File: src/rtl/pipe_stage_skid.sv
// Valid/ready pipeline register with a 2-entry skid buffer. Latency is 1 cycle and throughput is 1 word/cycle.
// InReady depends only on registered state and En. Flush, freeze and a stall-cycle counter are included.
module pipe_stage_skid #(
   parameter int                 DATA_W    = 64,
   parameter logic [DATA_W-1:0]  NOP_VALUE = {DATA_W{1'b0}},
   parameter int                 CNT_W     = 16
) (
   input  logic              Clk,
   input  logic              Rst_n,
   input  logic              En,
   input  logic              Flush,
   input  logic              InValid,
   output logic              InReady,
   input  logic [DATA_W-1:0] InData,
   output logic              OutValid,
   input  logic              OutReady,
   output logic [DATA_W-1:0] OutData,
   output logic [1:0]        Count,
   output logic [CNT_W-1:0]  StallCycles,
   input  logic              ClrCnt
);

   logic              m_vld, s_vld;
   logic [DATA_W-1:0] m_dat, s_dat;
   logic              accept, pop;

   assign InReady  = En & ~s_vld;
   assign OutValid = En & m_vld;
   assign OutData  = OutValid ? m_dat : NOP_VALUE;
   assign accept   = InValid & InReady;
   assign pop      = OutValid & OutReady;
   assign Count    = 2'(m_vld) + 2'(s_vld);

   always_ff @(posedge Clk or negedge Rst_n) begin
      if (!Rst_n) begin
         m_vld <= 1'b0;
         s_vld <= 1'b0;
         m_dat <= NOP_VALUE;
         s_dat <= NOP_VALUE;
      end else if (Flush) begin
         // A word popped this cycle is already owned by the consumer.
         m_vld <= 1'b0;
         s_vld <= 1'b0;
         m_dat <= NOP_VALUE;
         s_dat <= NOP_VALUE;
      end else if (En) begin
         if (accept && !pop) begin
            if (!m_vld) begin
               m_vld <= 1'b1;
               m_dat <= InData;
            end else begin
               s_vld <= 1'b1;
               s_dat <= InData;
            end
         end else if (pop && !accept) begin
            if (s_vld) begin
               m_dat <= s_dat;
               s_vld <= 1'b0;
               s_dat <= NOP_VALUE;
            end else begin
               m_vld <= 1'b0;
               m_dat <= NOP_VALUE;
            end
         end else if (accept && pop) begin
            if (s_vld) begin
               m_dat <= s_dat;
               s_dat <= InData;
            end else begin
               m_dat <= InData;
            end
         end
      end
   end

   always_ff @(posedge Clk or negedge Rst_n) begin
      if (!Rst_n) begin
         StallCycles <= '0;
      end else if (ClrCnt) begin
         StallCycles <= '0;
      end else if (OutValid && !OutReady && (StallCycles != {CNT_W{1'b1}})) begin
         StallCycles <= StallCycles + 1'b1;
      end
   end

endmodule

File: config.mk
export PLATFORM = sky130hd
export DESIGN_NAME = pipe_stage_skid
export DESIGN_NICKNAME = d
export VERILOG_FILES = /design/src/rtl/pipe_stage_skid.sv
export SDC_FILE = /design/constraint.sdc
export NUM_CORES = 1
export LEC_CHECK = 0
export CAP_MARGIN = 25
export CORE_MARGIN = 2
export CORE_UTILIZATION = 55
export CTS_CLUSTER_DIAMETER = 120
export DETAILED_ROUTE_END_ITERATION = 12
export PLACE_DENSITY_LB_ADDON = 0.05
export SETUP_SLACK_MARGIN = 0.05
export SYNTH_ARGS = -nofsm -noshare
export SYNTH_HDL_FRONTEND = slang
export SYNTH_SLANG_ARGS = --single-unit
File: constraint.sdc
create_clock -name Clk -period 4.4 [get_ports Clk]
set_input_delay 1.1 -clock Clk [delete_from_list [all_inputs] [get_ports Clk]]
set_output_delay 1.1 -clock Clk [all_outputs]
set_load 0.005 [all_outputs]
==> reports/qor.yml, run 1 <==
clock_network:
  h-tree-depth: 4
  cts_setup_buffers: 0
  cts_hold_buf: 0
  clkLatencyLatePin_ps: 420
  root_buffer: "clkbuf_16"
  clock-sinks: 146
  cts_made_buffers: 17
  cts_resized: 0
  cts_tree: "yes"
  cts_buffer_depth: 2
  cts.clk_slew.worst_paths_ps: 60
job:
  drv_cap: 0
drt:
  drc: 0
  wl_per_cell_um: 18.3
  first_pass_iters: 5
  antenna_left: 0
  viasPerCell: 5.83
  drtIter0Drc: 600
  vias: 5845
  wirelength_um: 18400
global_route:
  grt_pass1_wl_um: 30400
  grtUsageTotal: 0.272
  grt_antenna_before_repair: 0
  grt_overflow: 0
  grt_max_degree: 112
  grt_pass1_vias: 5941
synth:
  synth_commonest_cells: "146 x dfrtp_1, 73 x nand2_1, 67 x inv_1"
  synth.area.top_cells: "dfrtp_1 51%, mux2i_1 9.2%, o2bb2ai_1 7.9%"
  synth.most_common_cell: "dfrtp_1"
  async_flop_share: 1.00
  synthesis.nets: 762
  synth_edf_count: 0
  syn_area_um2: 7100
  yosys_warnings: 0
  ys.flop_type: "dfrtp_1"
  synth_cells: 689
  synth_cell_types: 41
  synth_top_area_share: 0.515
  synth_area_per_cell_um2: 10.3
  yosysTopAreaCell: "dfrtp_1"
  synth_seq_cells: 146
  ys_seq_area_frac: 0.515
sta:
  skew_ps: 7.13
  hold_viol: 0
  timing.hold.ws_ps: 480
  tns_ps: 0
  worst_pin_slew_ps: 824
  setup_viol: 0
  max_slew_margin: 0.451
  finalWorstSetupSlack_ps: 722
  fmax_mhz: 272
  finalMaxSlewViolations: 0
  rsz0062_at_grt: "no"
  post-route-min-period_ps: 3680
  fin_crit_sh: 0.836
placement:
  pre_cts_slack_ps: 729
  port_buffers: 154
  dp_hpwl_um: 11300
  dp_cells: 970
  gp_congestion: 0.780
power_and_ir_drop:
  power.total_mw: 3.34
  p_leak_nw: 4.49
  peakVddDrop_uv: 249
  p_per_area_nw_per_um2: 354
critical_path:
  crit_start: "En"
  critical_path_arrival_ps: 2580
  endpoint_kind: "primary output"
  critical_path_class: "in2out"
  required_ps: 3300
  worst_setup_path_start_kind: "input pin"
  path_max_fanout: 38
  reg2reg_from: "s_vld"
cells_and_area:
  stdcell_count: 1003
  areaGrowthSynthToFinish_pct: 32.7
  fillers: 892
  antenna_cells: 0
  nNetsFinal: 891
  drive_gt1_frac: 0.0710
floorplanning:
  die-area_um2: 13800
  die_x_um: 118
  start_util: 0.563
  io-pin-count: 155
  die_y_um: 118
  core_um2: 12600
  num_rows: 41
outcome:
  outcome: "finished, final reports clean"
min_path:
  min_path_type: "reg2reg"
  hp-start: "m_dat[18]"
## per-stage QoR
step	util	cell area, um^2
detailed placement	0.696	8780
floorplan	-	7100
CTS	0.744	9390
global placement	0.696	8780
finish	0.746	9420
global route	0.746	9420
## layout by cell type, fill, tap and decap left out, drive strengths merged
cell / netlist / final
o31ai: 5 / 5
and3: 65 / 65
nor2: 8 / 8
a31oi: 3 / 3
and4: 1 / 1
a211oi: 1 / 1
nand4: 6 / 6
or3: 7 / 7
nor2b: 3 / 3
o21ai: 7 / 7
a21oi: 15 / 15
nand3b: 1 / 1
or4: 3 / 3
nand2b: 4 / 4
and2: 1 / 1
nor4b: 1 / 1
o41ai: 1 / 1
clkinv: 0 / 4
nor4: 3 / 3
buf: 24 / 16
and3b: 1 / 1
nand2: 73 / 73
bufinv: 0 / 2
mux2: 2 / 2
dfrtp: 146 / 146
inv: 68 / 68
or4b: 1 / 1
nor3: 4 / 4
nand3: 5 / 5
clkinvlp: 0 / 2
mux2i: 65 / 65
clkdlybuf4s50: 0 / 152
clkbuf: 34 / 24
ha: 2 / 2
o2bb2ai: 64 / 64
a22oi: 65 / 65
## area by class of cell
type                            instances  area, um^2  area share
Clock buffer                           24         512      0.0543
Clock inverter                          8        98.8      0.0105
Inverter                               68         255      0.0271
Multi-Input combinational cell        417        2980       0.317
Sequential cell                       146        3660       0.388
Tap cell                              172         215      0.0228
Timing Repair Buffer                  168        1700       0.181
## worst paths after layout
check                                   to  slack (ps)  depth (start not counted)
max                                InReady         720                          4
min                              m_dat[18]         480                          1
max reg2reg                      s_dat[31]        1370                          6
min reg2reg                      m_dat[18]         480                          1
max in group asynchronous        s_dat[31]        2820                          3
min in group asynchronous  StallCycles[10]         640                          1
## report_power, final
part	total [mW]	internal [mW]	switching, mW
Combinational	0.375	0.171	0.205
Clock	1.47	0.923	0.543
Sequential	1.49	1.43	0.0599
## worst max-delay path, cell delays in order
cell and delay (ps):
buf_2 430, buf_12 250, nor2b_1 230, clkdlybuf4s50_1 540
## cell families (layout without fill, tap and decap cells)
group,after synthesis,count (layout),share of synthesized area
AND/OR/NAND/NOR,187,187,0.141
AO/OA/AOI/OAI,161,161,0.176
flip-flops,146,146,0.515
buffers and inverters,126,268,0.0707
multiplexers,67,67,0.0948
adder cells (fa/ha/maj),2,2,0.00352
## state kept, by name, summed over array words and instances, names as in the netlist
name,cells
StallCycles,16
s_vld,1
m_vld,1
m_dat,64
s_dat,64
## metal layers
metal | wire [um] | global-route usage | up-vias
met4 | 275 | 0.0881 | 0
li1 | - | - | 2726
met3 | 1000 | 0.0586 | 26
met2 | 9060 | 0.441 | 188
met5 | 0 | 0 | -
met1 | 8060 | 0.368 | 2905
Power figures use the tool's default switching activity.
==> run 2: changes to the inputs <==
--- a/config.mk
+++ b/config.mk
@@ -7,7 +7,7 @@
 export LEC_CHECK = 0
 export CAP_MARGIN = 25
 export CORE_MARGIN = 2
-export CORE_UTILIZATION = 55
+export CORE_UTILIZATION = 46
 export CTS_CLUSTER_DIAMETER = 120
 export DETAILED_ROUTE_END_ITERATION = 12
 export PLACE_DENSITY_LB_ADDON = 0.05
==> constraint.sdc (replaced) <==
create_clock -name Clk -period 3.21 [get_ports Clk]
set_input_delay 0.8025 -clock Clk [delete_from_list [all_inputs] [get_ports Clk]]
set_output_delay 0.8025 -clock Clk [all_outputs]
set_load 0.005 [all_outputs]
==> run 2 against run 1 <==
Against the previous run:
- design area rose by 1.2%
- sequential share of layout area down 0.44 points
- critical path depth down 1
- total power increased by 41%
==> reports/qor.yml, run 2 (synthesized netlist as in run 1, its figures left out) <==
clock_network:
  h-tree-depth: 4
  cts_setup_buffers: 0
  cts.clk_slew.worst_paths_ps: 60
  clkLatencyLatePin_ps: 420
  cts_tree: "yes"
  cts_resized: 0
  cts_hold_buf: 0
  cts_buffer_depth: 2
  cts_made_buffers: 17
  clock-sinks: 146
  root_buffer: "clkbuf_16"
floorplanning:
  core_um2: 15100
  start_util: 0.469
  die_x_um: 128
  io-pin-count: 155
  die_y_um: 128
  num_rows: 45
  die-area_um2: 16400
sta:
  post-route-min-period_ps: 2970
  fin_crit_sh: 0.926
  max_slew_margin: 0.374
  setup_viol: 0
  timing.hold.ws_ps: 380
  hold_viol: 0
  finalMaxSlewViolations: 0
  fmax_mhz: 336
  tns_ps: 0
  rsz0062_at_grt: "no"
  skew_ps: 7.95
  worst_pin_slew_ps: 939
critical_path:
  critical_path_class: "reg2out"
  required_ps: 2410
  critical_path_arrival_ps: 2170
  path_max_fanout: 37
  rrSetupSlack_ps: 930
  endpoint_kind: "primary output"
  worst_setup_path_start_kind: "flop"
  r2r_cells: 4
cells_and_area:
  layout_commonest_cell: "clkdlybuf4s50_1"
  nNetsFinal: 895
  antenna_cells: 0
  drive_gt1_frac: 0.0743
  fin_util: 0.629
  areaGrowthSynthToFinish_pct: 34.2
  fillers: 1218
  reg_top3: "m_dat x64, s_dat x64, StallCycles x16"
  final_cell_mix: "152 x clkdlybuf4s50_1, 144 x dfrtp_1, 73 x nand2_1, 67 x inv_1"
global_route:
  grt_antenna_before_repair: 0
  grtUsageTotal: 0.237
  grt_max_degree: 147
  grt_overflow: 0
  grt_pass1_vias: 5849
  grt_pass1_wl_um: 30500
drt:
  drtIter0Drc: 463
  vias: 5873
  wl_per_cell_um: 18.3
  first_pass_iters: 4
  viasPerCell: 5.74
  wirelength_um: 18700
  drc: 0
  antenna_left: 0
min_path:
  min_path_type: "in2async"
outcome:
  outcome: "finished, final reports clean"
job:
  drv_cap: 0
power_and_ir_drop:
  power.total_mw: 4.69
  p_leak_nw: 4.53
  peakVddDrop_uv: 410
  p_per_area_nw_per_um2: 492
placement:
  port_buffers: 154
  gp_congestion: 0.780
  dp_hpwl_um: 11400
[run 2: changes by cell type in the layout (fill, tap and decap cells not counted)]
cell and delta:
buf_16 -1, buf_12 +4, clkbuf_1 +1, bufinv_16 +2
buf_4 +1, clkinvlp_4 -1, clkbuf_8 -2
[run 2: worst paths after layout]
check / from / endpoint
min: Rst_n / StallCycles[11]
max reg2reg: m_vld / StallCycles[14]
max in group asynchronous: Rst_n / s_vld
min reg2reg: m_dat[32] / m_dat[32]
max: m_vld / OutData[60]
min in group Clk: m_dat[32] / m_dat[32]
[run 2: per-layer routing]
metal	GRT usage	vias up	part of all wire
met5	0	-	0
met4	0.0640	0	0.0098
met3	0.0559	18	0.055
met2	0.366	191	0.47
met1	0.337	2936	0.47
li1	-	2728	-
[run 2: cell type report]
class | count | area [um^2] | share of cell area
flip-flops and latches | 146 | 3660 | 0.384
multi-input cells | 417 | 2980 | 0.313
repair buffers | 172 | 1760 | 0.185
clock buffers | 23 | 488 | 0.0512
inverters | 68 | 255 | 0.0268
well taps | 188 | 235 | 0.0247
clock inverters | 9 | 151 | 0.0159
[run 2: critical path, stage by stage (launching register included)]
cell	delay, ps
dfrtp_2	730
buf_12	260
and3_1	230
clkdlybuf4s50_1	520
[run 2: report_power, final]
| group | switching [mW] | internal, mW |
|---|---|---|
| Combinational | 0.283 | 0.241 |
| Sequential | 0.0769 | 1.97 |
| Clock | 0.743 | 1.38 |
| Total | 1.10 | 3.59 |
[run 2: through the flow]
stage	setup slack (ps)	instances	cell area [um^2]
after floorplan	1000	689	7100
after global placement	348	991	8890
after detailed placement	318	991	8890
after CTS	245	1023	9530
after global routing	134	1023	9530
final	236	1023	9530
